**src/rtl/ysyx_23060203_div_iter.sv**
```systemverilog
// Iterative radix-2 restoring divider for DIV/DIVU/REM/REMU.
// One quotient bit per cycle; a zero divisor skips straight to the result.
module ysyx_23060203_div_iter (
  input  logic        clock,
  input  logic        reset,
  input  logic        flush,
  output logic        in_ready,
  input  logic        in_valid,
  input  logic        in_sign,
  input  logic [31:0] in_a,
  input  logic [31:0] in_b,
  input  logic        out_ready,
  output logic        out_valid,
  output logic [31:0] out_quot,
  output logic [31:0] out_rem
);

  typedef enum logic [1:0] {StIdle, StBusy, StHold} state_e;

  state_e      state_q;
  logic [4:0]  cnt_q;
  logic [31:0] a_sh_q;   // dividend magnitude, consumed MSB first
  logic [31:0] b_mag_q;
  logic [31:0] r_q;      // partial remainder; always < |b| so 32 bits suffice
  logic [31:0] q_q;
  logic        a_neg_q;
  logic        b_neg_q;

  logic        accept;
  logic        a_neg;
  logic        b_neg;
  logic [31:0] a_mag;
  logic [31:0] b_mag;
  logic [32:0] r_shift;
  logic [32:0] r_trial;
  logic [31:0] r_next;
  logic [31:0] q_next;

  assign in_ready  = (state_q == StIdle) | flush | ((state_q == StHold) & out_ready);
  assign out_valid = (state_q == StHold) & ~flush;
  assign accept    = in_valid & in_ready;

  assign a_neg = in_sign & in_a[31];
  assign b_neg = in_sign & in_b[31];
  assign a_mag = a_neg ? (~in_a + 32'd1) : in_a;
  assign b_mag = b_neg ? (~in_b + 32'd1) : in_b;

  always_comb begin
    r_shift = {r_q, a_sh_q[31]};
    r_trial = r_shift - {1'b0, b_mag_q};
    r_next  = r_trial[32] ? r_shift[31:0] : r_trial[31:0];
    q_next  = {q_q[30:0], ~r_trial[32]};
  end

  always_ff @(posedge clock) begin
    if (reset) begin
      state_q  <= StIdle;
      cnt_q    <= 5'd0;
      a_sh_q   <= 32'd0;
      b_mag_q  <= 32'd0;
      r_q      <= 32'd0;
      q_q      <= 32'd0;
      a_neg_q  <= 1'b0;
      b_neg_q  <= 1'b0;
      out_quot <= 32'd0;
      out_rem  <= 32'd0;
    end else if (accept) begin
      a_sh_q  <= a_mag;
      b_mag_q <= b_mag;
      a_neg_q <= a_neg;
      b_neg_q <= b_neg;
      r_q     <= 32'd0;
      q_q     <= 32'd0;
      cnt_q   <= 5'd0;
      if (in_b == 32'd0) begin
        state_q  <= StHold;
        out_quot <= 32'hFFFF_FFFF;
        out_rem  <= in_a;
      end else begin
        state_q <= StBusy;
      end
    end else if (flush) begin
      state_q <= StIdle;
    end else begin
      unique case (state_q)
        StBusy: begin
          r_q    <= r_next;
          q_q    <= q_next;
          a_sh_q <= {a_sh_q[30:0], 1'b0};
          cnt_q  <= cnt_q + 5'd1;
          if (cnt_q == 5'd31) begin
            state_q  <= StHold;
            out_quot <= (a_neg_q ^ b_neg_q) ? (~q_next + 32'd1) : q_next;
            out_rem  <= a_neg_q ? (~r_next + 32'd1) : r_next;
          end
        end
        StHold: begin
          if (out_ready) state_q <= StIdle;
        end
        default: ;
      endcase
    end
  end

endmodule

```
**config.mk**
```make
export PLATFORM = sky130hd
export DESIGN_NAME = ysyx_23060203_div_iter
export DESIGN_NICKNAME = d
export VERILOG_FILES = /design/src/rtl/ysyx_23060203_div_iter.sv
export SDC_FILE = /design/constraint.sdc
export NUM_CORES = 1
export LEC_CHECK = 0
export CAP_MARGIN = 20
export CORE_MARGIN = 5
export CORE_UTILIZATION = 58
export DETAILED_ROUTE_END_ITERATION = 6
export PLACE_DENSITY = 0.81
export SLEW_MARGIN = 25
export SYNTH_ARGS = -nofsm -noshare
export SYNTH_HDL_FRONTEND = slang
export SYNTH_SLANG_ARGS = --single-unit
```
**constraint.sdc**
```tcl
create_clock -name clock -period 6.3 [get_ports clock]
set_input_delay 0.945 -clock clock [delete_from_list [all_inputs] [get_ports clock]]
set_output_delay 0.945 -clock clock [all_outputs]
set_load 0.02 [all_outputs]
```
Yosys cells after proc, flatten, opt, wreduce, memory -nomap -nowiden
Cells that the tools add are included.
W data, S select, Z words.

cells by class
  add/sub/neg operators = 6
  $mul = 0
  div/mod/pow operators = 0
  order comparisons = 0
  eq/ne operators = 7
  shift operators = 0
  muxes and demuxes = 24
  bitwise gates (word level) = 14
  reductions and logical operators = 10

operators with widths
  cell                     number
  $mux W32                 18
  $add A32 B1 Y32 const B  4
  $not A32 Y32             4
  $sub A33 B32 Y33         1
  $logic_not A32 Y1        1
  $mux W2                  5
  $ne A4 B4 Y1 const B     2
  $add A5 B1 Y5 const B    1
  $and A1 B1 Y1            5
  $eq A5 B5 Y1 const B     1
  $ne A2 B1 Y1 const B     2
  $pmux W2 S2              1
  $reduce_and A2 Y1        2
  $reduce_and A4 Y1        1
  $reduce_bool A2 Y1       2
  $reduce_bool A4 Y1       1
  $reduce_and A3 Y1        1
  $eq A2 B1 Y1 const B     1
  $eq A2 B2 Y1 const B     1
  $logic_not A2 Y1         1
  $not A1 Y1               2
  $or A1 B1 Y1             2
  $reduce_or A2 Y1         1
  $xor A1 B1 Y1            1

storage, ports and cells
  bits in registers = 200
  latch bits = 0
  memory bits (writable) = 0
  memory bits (read-only) = 0
  input port bits = 70
  output and inout port bits = 66
  word-level logic and storage cells = 71
  memories kept = 0

Logic depth before layout (Yosys ltp)
Gate-level depths: netlist of run 1.

  word-level depth = 9
  depth in mapped cells = 26

Worst setup path before layout of run 1
OpenSTA, ideal clock, no wires.

  path kind = register to register
  start = reg a_sh_q[31]
  end = reg out_rem[18]
  library setup time = 0.103 ns
  arrival = 4.667 ns
  setup slack = 1.529 ns
  cell stages (with the launch flop) = 25
  path buffers = 3
  period minus slack after synthesis = 4.771 ns
  path through = dfxtp_1 inv_1 ha_1 fa_1 nor2b_4 o31a_2 o2111ai_4 o31ai_4 a31oi_4 xnor2_2 inv_2 buf_6 buf_4 buf_2 nor2_1 a21oi_1 ha_1 nand2_1 a221oi_1 and4bb_2 and2_1 mux2i_1 o41ai_2 xnor2_1 a2111oi_2

between the ends
  cells in the longest elaborated chain, start to end = 9

RTL lines
  item                    line  text
  start, declared         22    logic [31:0] a_sh_q;
  start signal, assigned  68    a_sh_q <= a_mag;
  start signal, assigned  89    a_sh_q <= {a_sh_q[30:0], 1'b0};
  $sub A33 B32 Y33        50    r_trial = r_shift - {1'b0, b_mag_q};
  $mux W32 *              51    r_next = r_trial[32] ? r_shift[31:0] : r_trial[31:0];
  $not A32 Y32            94    out_rem <= a_neg_q ? (~r_next + 32'd1) : r_next;
  $add A32 B1 Y32         94
  $mux W32 *              94
  $mux W32 *              91    if (cnt_q == 5'd31) begin
  $mux W32 *              85    unique case (state_q)
  $mux W32 *              82    end else if (flush) begin
  $mux W32 *              67    end else if (accept) begin
  end signal, assigned    78    out_rem <= in_a;
  end signal, assigned    94
  end, declared           15    output logic [31:0] out_rem

Mark *: on every way between the ends. The rest lies on a longest branch, timed or not. The select of a mux whose other input is x is not followed.
A chain may end at the register's enable or synchronous reset.

Worst setup path in the final report of run 1
Ends and elaborated chain as after synthesis.

==> results.json, run 1 <==
{
  "placeableCoreArea_sq_um": 22600,
  "firstDrtPassIters": 5,
  "cts_buffers": 17,
  "ios": 136,
  "maxCapViolCount": 0,
  "post_synth_xor_area_fraction_pct": 8.86,
  "place_ws_ns": 1.33,
  "start_kind": "flip-flop",
  "timing.final.max_slew_violations": 0,
  "setup_tns_ns": 0,
  "avgSynthCellArea_sq_um": 7.57,
  "syn_inst": 1760,
  "rows": 55,
  "rsz0062_at_grt": "no",
  "synth_fa_ha_area_share_pct": 4.00,
  "die_w_microns": 162,
  "postSynth.asyncResetShare_pct": 0,
  "diodes": 0,
  "peakVddDrop_v": 0.000167,
  "setup_viol": 0,
  "clockBufferDepth": 2,
  "post_cts_buffers": 0,
  "grt_pass1_vias": 12400,
  "period_needed_ns": 5.05,
  "slew_headroom_pct": 31.0,
  "drtIter0Drc": 1011,
  "ys_seq_area_share_pct": 30.0,
  "yosysWarnings": 0,
  "clkTransAtPathRegs_ns": 0.08,
  "synth.area.mux_share_pct": 2.41,
  "synth_top_flop_cell": "dfxtp_1",
  "routed_wl_microns": 39200,
  "fin_ws_ns": 1.25,
  "top_layer": "met4",
  "synth_top_family_by_area": "compound AO/OA/AOI/OAI gates",
  "worst_pin_slew_ns": 1.04,
  "die-area_sq_um": 26100,
  "viasPerCell": 6.22,
  "hp-class": "reg2reg",
  "synth_compound_area_share_pct": 25.1,
  "gp_congestion": 0.945,
  "status": "finished clean",
  "final_common_cell": "nand2_1",
  "dr_wl_met3_microns": 2410,
  "max_freq_ghz": 0.198,
  "antenna_found_initial": 0,
  "rrSetupSlack_ns": 1.25,
  "num_vias": 13200,
  "overflow": 0,
  "yosysUniqueCellTypes": 89,
  "critPathMaxFanout": 11,
  "initial_utilization_pct": 58.9,
  "clockRootBuffer": "clkbuf_16",
  "ant_nets": 0,
  "hold_viol": 0,
  "final.period_utilization_pct": 80.2,
  "portBuffers": 135,
  "syn-num-nets": 1872,
  "finish.net_count": 1930,
  "crit_arrival_ns": 5.40,
  "final_cells": 2116,
  "wl_per_cell_microns": 18.5,
  "postCtsResizedCells": 0,
  "tritoncts": "yes",
  "path_class": "reg2reg",
  "ctsHtreeMaxLevel": 4,
  "synth_largest_area_cell": "dfxtp_1",
  "grt_max_degree": 102,
  "drive_above_1_share_pct": 5.95,
  "synth_edf_count": 0,
  "p_per_area_nw_per_um2": 232,
  "end_kind": "flip-flop",
  "dp.cells": 2084,
  "dp_hpwl_microns": 28200,
  "leakagePower_nw": 5.41,
  "fp.dieH_microns": 162,
  "final_cell_mix": "nand2_1, nor2_1, dfxtp_1",
  "finClkSkew_ns": 0.0191,
  "insertion_delay_ns": 0.46,
  "cp.required_ns": 6.64,
  "yosysTopAreaCellShare_pct": 30.0,
  "syn_to_final_growth_pct": 15.3,
  "drc_errors": 0,
  "totalPowerFinal_w": 0.00356,
  "clock-sinks": 200,
  "yosys.area_share.simple_pct": 24.0,
  "synth_area_sq_um": 13300,
  "synth_seq_cells": 200,
  "ctsHoldBuffers": 0,
  "met2WireLength_microns": 18500,
  "grt_pass1_wl_microns": 63200,
  "track_usage_pct": 29.1,
  "m1WireLength_microns": 16800,
  "yosys-top-cells-area": "dfxtp_1, nand2_1, nor2_1"
}
==> metrics by stage <==
step,area [sq um],hold slack (ns),utilization [%]
detailed placement,14700,0.458,64.9
global route,15400,0.494,67.9
global placement,14700,0.444,64.9
floorplan,13300,0.432,-
finish,15400,0.470,67.9
CTS,15400,0.473,67.8
==> synth_stat cells, drive strengths merged (5+ instances only) <==
cell type,n
nor4,19
or2,5
nor3,49
nand2b,14
or4,9
a2111oi,9
nand4,10
and4,6
a21o,12
o41ai,8
a221oi,19
mux2i,26
xnor2,76
nand3,15
o21a,6
a211oi,88
a311oi,38
o21ai,89
and3,7
o211ai,13
or3,27
a21oi,138
nor3b,5
xor2,58
nor2,238
ha,41
dfxtp,200
o31ai,17
nor2b,9
a31oi,14
clkbuf,81
o31a,6
inv,66
nand2,253
buf,29
and2,15
==> worst max-delay path, cell delays in order, from the launching register on <==
cell	delay (ns)
dfxtp_1	0.38
inv_1	0.06
ha_1	0.22
fa_1	0.47
nor2b_4	0.17
o31a_2	0.22
o2111ai_4	0.19
o31ai_4	0.35
a31oi_4	0.17
xnor2_4	0.17
inv_2	0.19
nor2_1	0.08
a21oi_1	0.21
ha_1	0.28
nand2_1	0.07
a221oi_1	0.24
and4bb_2	0.34
and2_1	0.14
mux2i_1	0.11
o41ai_2	0.39
xnor2_1	0.13
a2111oi_2	0.35
==> worst paths after layout <==
kind	depth (start not counted)	startpoint	to
worst max-delay path	21	a_sh_q[31]	out_rem[18]
worst min-delay path	2	b_mag_q[0]	b_mag_q[0]
worst max register to register	21	a_sh_q[31]	out_rem[18]
worst min register to register	2	b_mag_q[0]	b_mag_q[0]
==> routing by layer <==
| metal | vias up | track usage [%] |
|---|---|---|
| met5 | - | 0 |
| met2 | 505 | 47.6 |
| met1 | 6160 | 38.7 |
| met4 | 0 | 12.2 |
| met3 | 104 | 4.06 |
| li1 | 6386 | - |
==> flip-flops by register name (all words and copies together) (netlist names) <==
name and flops:
out_quot 32, a_sh_q 32, state_q 2, b_neg_q 1, r_q 32, cnt_q 5
a_neg_q 1, b_mag_q 32, q_q 31, out_rem 32
==> where the power goes <==
part	internal, W	total, W	switching [W]
sequential	0.00131	0.00135	0.0000345
clock	0.000572	0.00121	0.000640
combinational	0.000367	0.00101	0.000638
total	0.00225	0.00356	0.00131
==> layout make-up <==
cell class / instances / area (sq um)
Sequential cell: 200 / 4000
Clock inverter: 15 / 234
Timing Repair Buffer: 149 / 1450
Clock buffer: 17 / 425
Inverter: 67 / 251
Tap cell: 285 / 357
Fill cell: 1941 / 7270
Multi-Input combinational cell: 1383 / 8650
==> cells by family (layout without fill, tap and decap cells) <==
kind of cell	count (synthesis)	in the layout
AND/OR/NAND/NOR	694	694
flip-flops	200	200
adder cells (fa/ha/maj)	42	42
buffers and inverters	177	248
AO/OA/AOI/OAI	483	483
multiplexers	30	30
XOR/XNOR	134	134
Power figures use the tool's default switching activity.
==> run 2: changes to the inputs <==
--- a/config.mk
+++ b/config.mk
@@ -7,9 +7,9 @@
 export LEC_CHECK = 0
 export CAP_MARGIN = 20
 export CORE_MARGIN = 5
-export CORE_UTILIZATION = 58
+export CORE_UTILIZATION = 53
 export DETAILED_ROUTE_END_ITERATION = 6
-export PLACE_DENSITY = 0.81
+export PLACE_DENSITY = 0.78
 export SLEW_MARGIN = 25
 export SYNTH_ARGS = -nofsm -noshare
 export SYNTH_HDL_FRONTEND = slang
==> constraint.sdc (replaced) <==
create_clock -name clock -period 4.2 [get_ports clock]
set_input_delay 0.63 -clock clock [delete_from_list [all_inputs] [get_ports clock]]
set_output_delay 0.63 -clock clock [all_outputs]
set_load 0.02 [all_outputs]
==> results.json, run 2 (synthesized netlist as in run 1, its figures left out) <==
{
  "status": "finished, violations left",
  "violations": "negative setup slack",
  "grt_max_degree": 96,
  "cp.required_ns": 4.54,
  "clockBufferDepth": 2,
  "start_kind": "flip-flop",
  "period_needed_ns": 4.21,
  "tritoncts": "yes",
  "path_class": "reg2reg",
  "peakVddDrop_v": 0.000276,
  "slew_headroom_pct": 34.0,
  "cts_buffers": 17,
  "ctsHtreeMaxLevel": 4,
  "hp-class": "reg2reg",
  "rows": 58,
  "worst_pin_slew_ns": 0.989,
  "syn_to_final_growth_pct": 21.6,
  "placeableCoreArea_sq_um": 25000,
  "firstDrtPassIters": 6,
  "leakagePower_nw": 5.82,
  "fin_util_pct": 64.9,
  "die_w_microns": 169,
  "final_common_cell": "nand2_1",
  "totalPowerFinal_w": 0.00545,
  "reg2reg_depth": 21,
  "diodes": 0,
  "wl_per_cell_microns": 18.0,
  "viasPerCell": 5.93,
  "end_kind": "flip-flop",
  "path_depth": 21,
  "crit_chain": "inv_2 > ha_4 > fa_2 > nor2b_4 > o31a_4 > o2111ai_4 > o31ai_4 > a31oi_4 > xnor2_4 > clkinv_4 > o21ai_4 > inv_2 > ha_4 > nand2_2 > a221oi_2 > and4bb_2 > and3_1 > o211ai_1 > nor3b_2 > o21ai_1 > a22o_1",
  "critPathTopFamily": "compound AO/OA/AOI/OAI gates",
  "grt_pass1_wl_microns": 64800,
  "critPathMaxFanout": 7,
  "hold_depth": 2,
  "clockRootBuffer": "clkbuf_16",
  "ios": 136,
  "clkTransAtPathRegs_ns": 0.09,
  "grt_pass1_vias": 12600,
  "routed_wl_microns": 40200,
  "fin_ws_ns": -0.00973,
  "p_per_area_nw_per_um2": 336,
  "finish.net_count": 2010,
  "insertion_delay_ns": 0.46,
  "timing.final.max_slew_violations": 0,
  "ant_nets": 0,
  "crit_arrival_ns": 4.55,
  "initial_utilization_pct": 53.4,
  "place_ws_ns": -0.0408,
  "finClkSkew_ns": 0.0215,
  "track_usage_pct": 27.5,
  "gp_congestion": 0.979,
  "final_cells": 2241,
  "drc_errors": 0,
  "slowest_delay_ns": 0.41,
  "antenna_found_initial": 1,
  "max_freq_ghz": 0.238,
  "portBuffers": 135,
  "maxCapViolCount": 0,
  "fp.dieH_microns": 169,
  "num_vias": 13300,
  "drtIter0Drc": 1281,
  "final_area_sq_um": 16200,
  "clock-sinks": 200,
  "rsz0062_at_grt": "yes",
  "final.period_utilization_pct": 100,
  "cp_num_buf_inv": 3,
  "die-area_sq_um": 28400,
  "place_area_sq_um": 15400,
  "final_cell_mix": "nand2_1, nor2_1, dfxtp_1",
  "hold_viol": 0,
  "setup_viol": 1,
  "dp.cells": 2200,
  "overflow": 0,
  "dp_hpwl_microns": 30100,
  "drive_above_1_share_pct": 11.6,
  "critPathSlowestCell": "o211ai_1"
}
==> run 2: cell count changes in the layout (fill, tap and decap cells not counted), moves of 3 or more <==
cell | before | now
inv_16 | 4 | 1
a21oi_1 | 128 | 125
a21oi_2 | 9 | 12
buf_4 | 15 | 92
nand2_2 | 0 | 4
ha_1 | 41 | 37
nand2_1 | 252 | 247
==> run 2: layer usage <==
| layer | vias to the layer above | routed length, microns | global-route usage [%] |
|---|---|---|---|
| li1 | 6546 | - | - |
| met1 | 6260 | 17800 | 36.3 |
| met2 | 405 | 19100 | 46.2 |
| met3 | 85 | 2110 | 3.88 |
| met4 | 2 | 1240 | 9.49 |
| met5 | - | 7 | 0 |
==> run 2: worst min-delay path: cells and delay by family, from the launching register on <==
kind,cells,cell delay (ns)
AOI/OAI and AO/OA,1,0.05
DFF,1,0.32
and+or+nand+nor,1,0.05
==> run 2: timing repair <==
item	CTS	global route
buffers inserted	3	6
resized for setup	1	23
setup endpoints to repair	6	20
pin swaps	5	6
hold buffers	0	0
==> run 2: area by class of cell <==
class | count | area (sq um)
fill | 2165 | 8750
clock buffer | 17 | 425
clock inverter | 15 | 218
sequential | 200 | 4010
inverter | 67 | 256
multi-input combinational | 1383 | 8810
timing repair buffer | 229 | 2080
tap | 330 | 413
==> run 2: worst paths after layout <==
check | from | slack (ns) | end
setup / recovery | a_sh_q[31] | -0.01 | out_rem[26]
hold / removal | out_rem[7] | 0.45 | out_rem[7]
setup reg to reg | a_sh_q[31] | -0.01 | out_rem[26]
hold reg to reg | out_rem[7] | 0.45 | out_rem[7]
==> run 2: per-stage QoR <==
stage / TNS, ns / hold slack, ns
finish: -0.00973 / 0.455
global placement: 0 / 0.446
floorplan: -0.828 / 0.432
detailed placement: -0.0929 / 0.443
CTS: 0 / 0.455
global route: -0.760 / 0.474
==> run 2: power by group <==
group	total, W	switching, W	leakage (nW)	internal, W
clock network	0.00176	0.000920	0.308	0.000838
registers	0.00201	0.0000483	1.63	0.00197
logic	0.00168	0.00102	3.88	0.000661
==> run 3: changes to the inputs <==
--- a/config.mk
+++ b/config.mk
@@ -6,7 +6,6 @@
 export NUM_CORES = 1
 export LEC_CHECK = 0
 export CAP_MARGIN = 20
-export CORE_MARGIN = 5
 export CORE_UTILIZATION = 53
 export DETAILED_ROUTE_END_ITERATION = 6
 export PLACE_DENSITY = 0.78
==> results.json, run 3 (synthesized netlist as in run 1, its figures left out) <==
{
  "critPathMaxFanout": 5,
  "leakagePower_nw": 5.84,
  "grt_max_degree": 78,
  "drive_above_1_share_pct": 11.2,
  "final_cells": 2239,
  "reg2reg_from": "a_sh_q[31]",
  "track_usage_pct": 31.4,
  "routed_wl_microns": 40500,
  "p_sw_w": 0.00205,
  "final_cell_mix": "nand2_1, nor2_1, dfxtp_1",
  "start_kind": "flip-flop",
  "placeableCoreArea_sq_um": 24500,
  "ctsHoldBuffers": 0,
  "maxCapViolCount": 0,
  "grt_pass1_wl_microns": 65800,
  "num_vias": 13500,
  "firstDrtPassIters": 5,
  "drtIter0Drc": 1033,
  "diodes": 0,
  "hold_end": "out_rem[7]",
  "path_class": "reg2reg",
  "insertion_delay_ns": 0.46,
  "rrSetupSlack_ns": -0.02,
  "slowest_delay_ns": 0.37,
  "grt_pass1_vias": 12700,
  "rows": 57,
  "clock-sinks": 200,
  "die_w_microns": 161,
  "final.period_utilization_pct": 100,
  "finClkSkew_ns": 0.0252,
  "critPathTopFamily": "compound AO/OA/AOI/OAI gates",
  "crit_chain": "inv_2 > ha_4 > fa_2 > nor2b_4 > o31a_4 > o2111ai_4 > o31ai_4 > a31oi_4 > xnor2_4 > inv_4 > nor2_4 > a21oi_4 > ha_4 > nand2_1 > a221oi_2 > and4bb_2 > and3_4 > o211ai_1 > buf_4 > o21ai_1 > xnor2_1 > a221oi_1",
  "hp-class": "reg2reg",
  "seq_power_share_pct": 36.3,
  "violations": "negative setup slack",
  "p_comb_share_pct": 30.6,
  "fin_ws_ns": -0.0191,
  "rsz0062_at_grt": "yes",
  "period_needed_ns": 4.22,
  "ctsHtreeMaxLevel": 4,
  "viasPerCell": 6.03,
  "final_common_cell": "nand2_1",
  "drc_errors": 0,
  "cp.required_ns": 4.55,
  "end_kind": "flip-flop",
  "reg2reg_depth": 22,
  "peakVddDrop_v": 0.000279,
  "clock_power_share_pct": 33.0,
  "slew_headroom_pct": 34.2,
  "p_per_area_nw_per_um2": 342,
  "max_freq_ghz": 0.237,
  "worst_pin_slew_ns": 0.985,
  "path_depth": 22,
  "clkTransAtPathRegs_ns": 0.09,
  "r2r_end": "out_rem[24]",
  "crit_arrival_ns": 4.57,
  "gp_congestion": 0.972,
  "timing.hold.ws_ns": 0.463,
  "final_area_sq_um": 16200,
  "finish.net_count": 2014,
  "initial_utilization_pct": 54.5,
  "portBuffers": 135,
  "dp_hpwl_microns": 30200,
  "cp_num_buf_inv": 3,
  "hold_depth": 2,
  "ant_nets": 0,
  "clockRootBuffer": "clkbuf_16",
  "place_area_sq_um": 15400,
  "crit_top_cell": "ha_4",
  "p_int_w": 0.00349,
  "hold_viol": 0,
  "dp.cells": 2198,
  "die-area_sq_um": 25800,
  "fp.dieH_microns": 161,
  "switching_share_pct": 37.0,
  "antenna_found_initial": 0,
  "cts_buffers": 17,
  "tritoncts": "yes",
  "syn_to_final_growth_pct": 21.6,
  "ios": 136,
  "overflow": 0,
  "setup_viol": 1,
  "status": "finished, violations left",
  "worstHoldStart": "out_rem[7]",
  "critPathSlowestCell": "fa_2",
  "clockBufferDepth": 2,
  "timing.final.max_slew_violations": 0,
  "wl_per_cell_microns": 18.1
}
run 3: cell count changes in the layout (fill, tap and decap cells not counted), moves of 2 or more:
cell      delta
inv_16       +4
clkinv_4     -2
ha_2         -2
a21oi_2      -2
a21oi_1      +2
nand2_2      -3
inv_12       -3
buf_4        +6
inv_8        +2
nand2_1      +3
run 3: worst register-to-register path, cell delays in order, from the launching register on:
cell and delay, ns:
dfxtp_2 0.34, inv_2 0.05, ha_4 0.16, fa_2 0.37, nor2b_4 0.15, o31a_4 0.16
o2111ai_4 0.17, o31ai_4 0.34, a31oi_4 0.15, xnor2_4 0.16, inv_4 0.14, nor2_4 0.05
a21oi_4 0.15, ha_4 0.18, nand2_1 0.06, a221oi_2 0.17, and4bb_2 0.31, and3_4 0.20
o211ai_1 0.15, buf_4 0.20, o21ai_1 0.14, xnor2_1 0.08, a221oi_1 0.25
run 3: stage by stage:
step / total power (W) / util (%) / TNS (ns) / worst slack (ns)
6_report: 0.00554 / 66.3 / -0.0191 / -0.0191
5_1_grt: 0.00578 / 66.3 / -0.979 / -0.187
4_1_cts: 0.00548 / 65.7 / 0 / 0.0297
3_5_place_dp: 0.00367 / 63.0 / -0.0444 / -0.0232
3_3_place_gp: 0.00364 / 62.9 / 0 / 0.0653
2_1_floorplan: 0.00318 / - / -0.828 / -0.171
run 3: power groups by stage:
stage / logic, W / registers (W) / clock network (W)
finish: 0.00170 / 0.00201 / 0.00183
global route: 0.00184 / 0.00202 / 0.00192
CTS: 0.00162 / 0.00201 / 0.00184
detailed placement: 0.00161 / 0.00206 / 0
global placement: 0.00159 / 0.00205 / 0
floorplan: 0.00114 / 0.00204 / 0
run 3: timing repair:
action / CTS / global route
setup endpoints to repair: 5 / 19
resized for setup: 3 / 12
setup buffers: 0 / 9
pin swaps: 3 / 14
run 3: cell type report:
class	instances	area, sq um
clock buffer	17	425
clock inverter	15	238
fill	2136	8250
inverter	67	254
multi-input combinational	1383	8780
sequential	200	4010
tap	324	405
timing repair buffer	233	2100
run 3: worst max path at each step:
| stage | end | from |
|---|---|---|
| finish | out_rem[24] | a_sh_q[31] |
| global route | out_rem[28] | a_sh_q[31] |
| CTS | out_rem[28] | a_sh_q[31] |
| detailed placement | out_rem[30] | in_b[1] |
| global placement | out_rem[30] | in_b[1] |
| floorplan | out_rem[18] | a_sh_q[31] |
run 3: layer usage:
layer / share of wire (%) / track usage, %
met1: 44 / 40.8
met2: 47 / 53.1
met3: 5.7 / 4.08
met4: 3.3 / 11.6
met5: 0 / 0
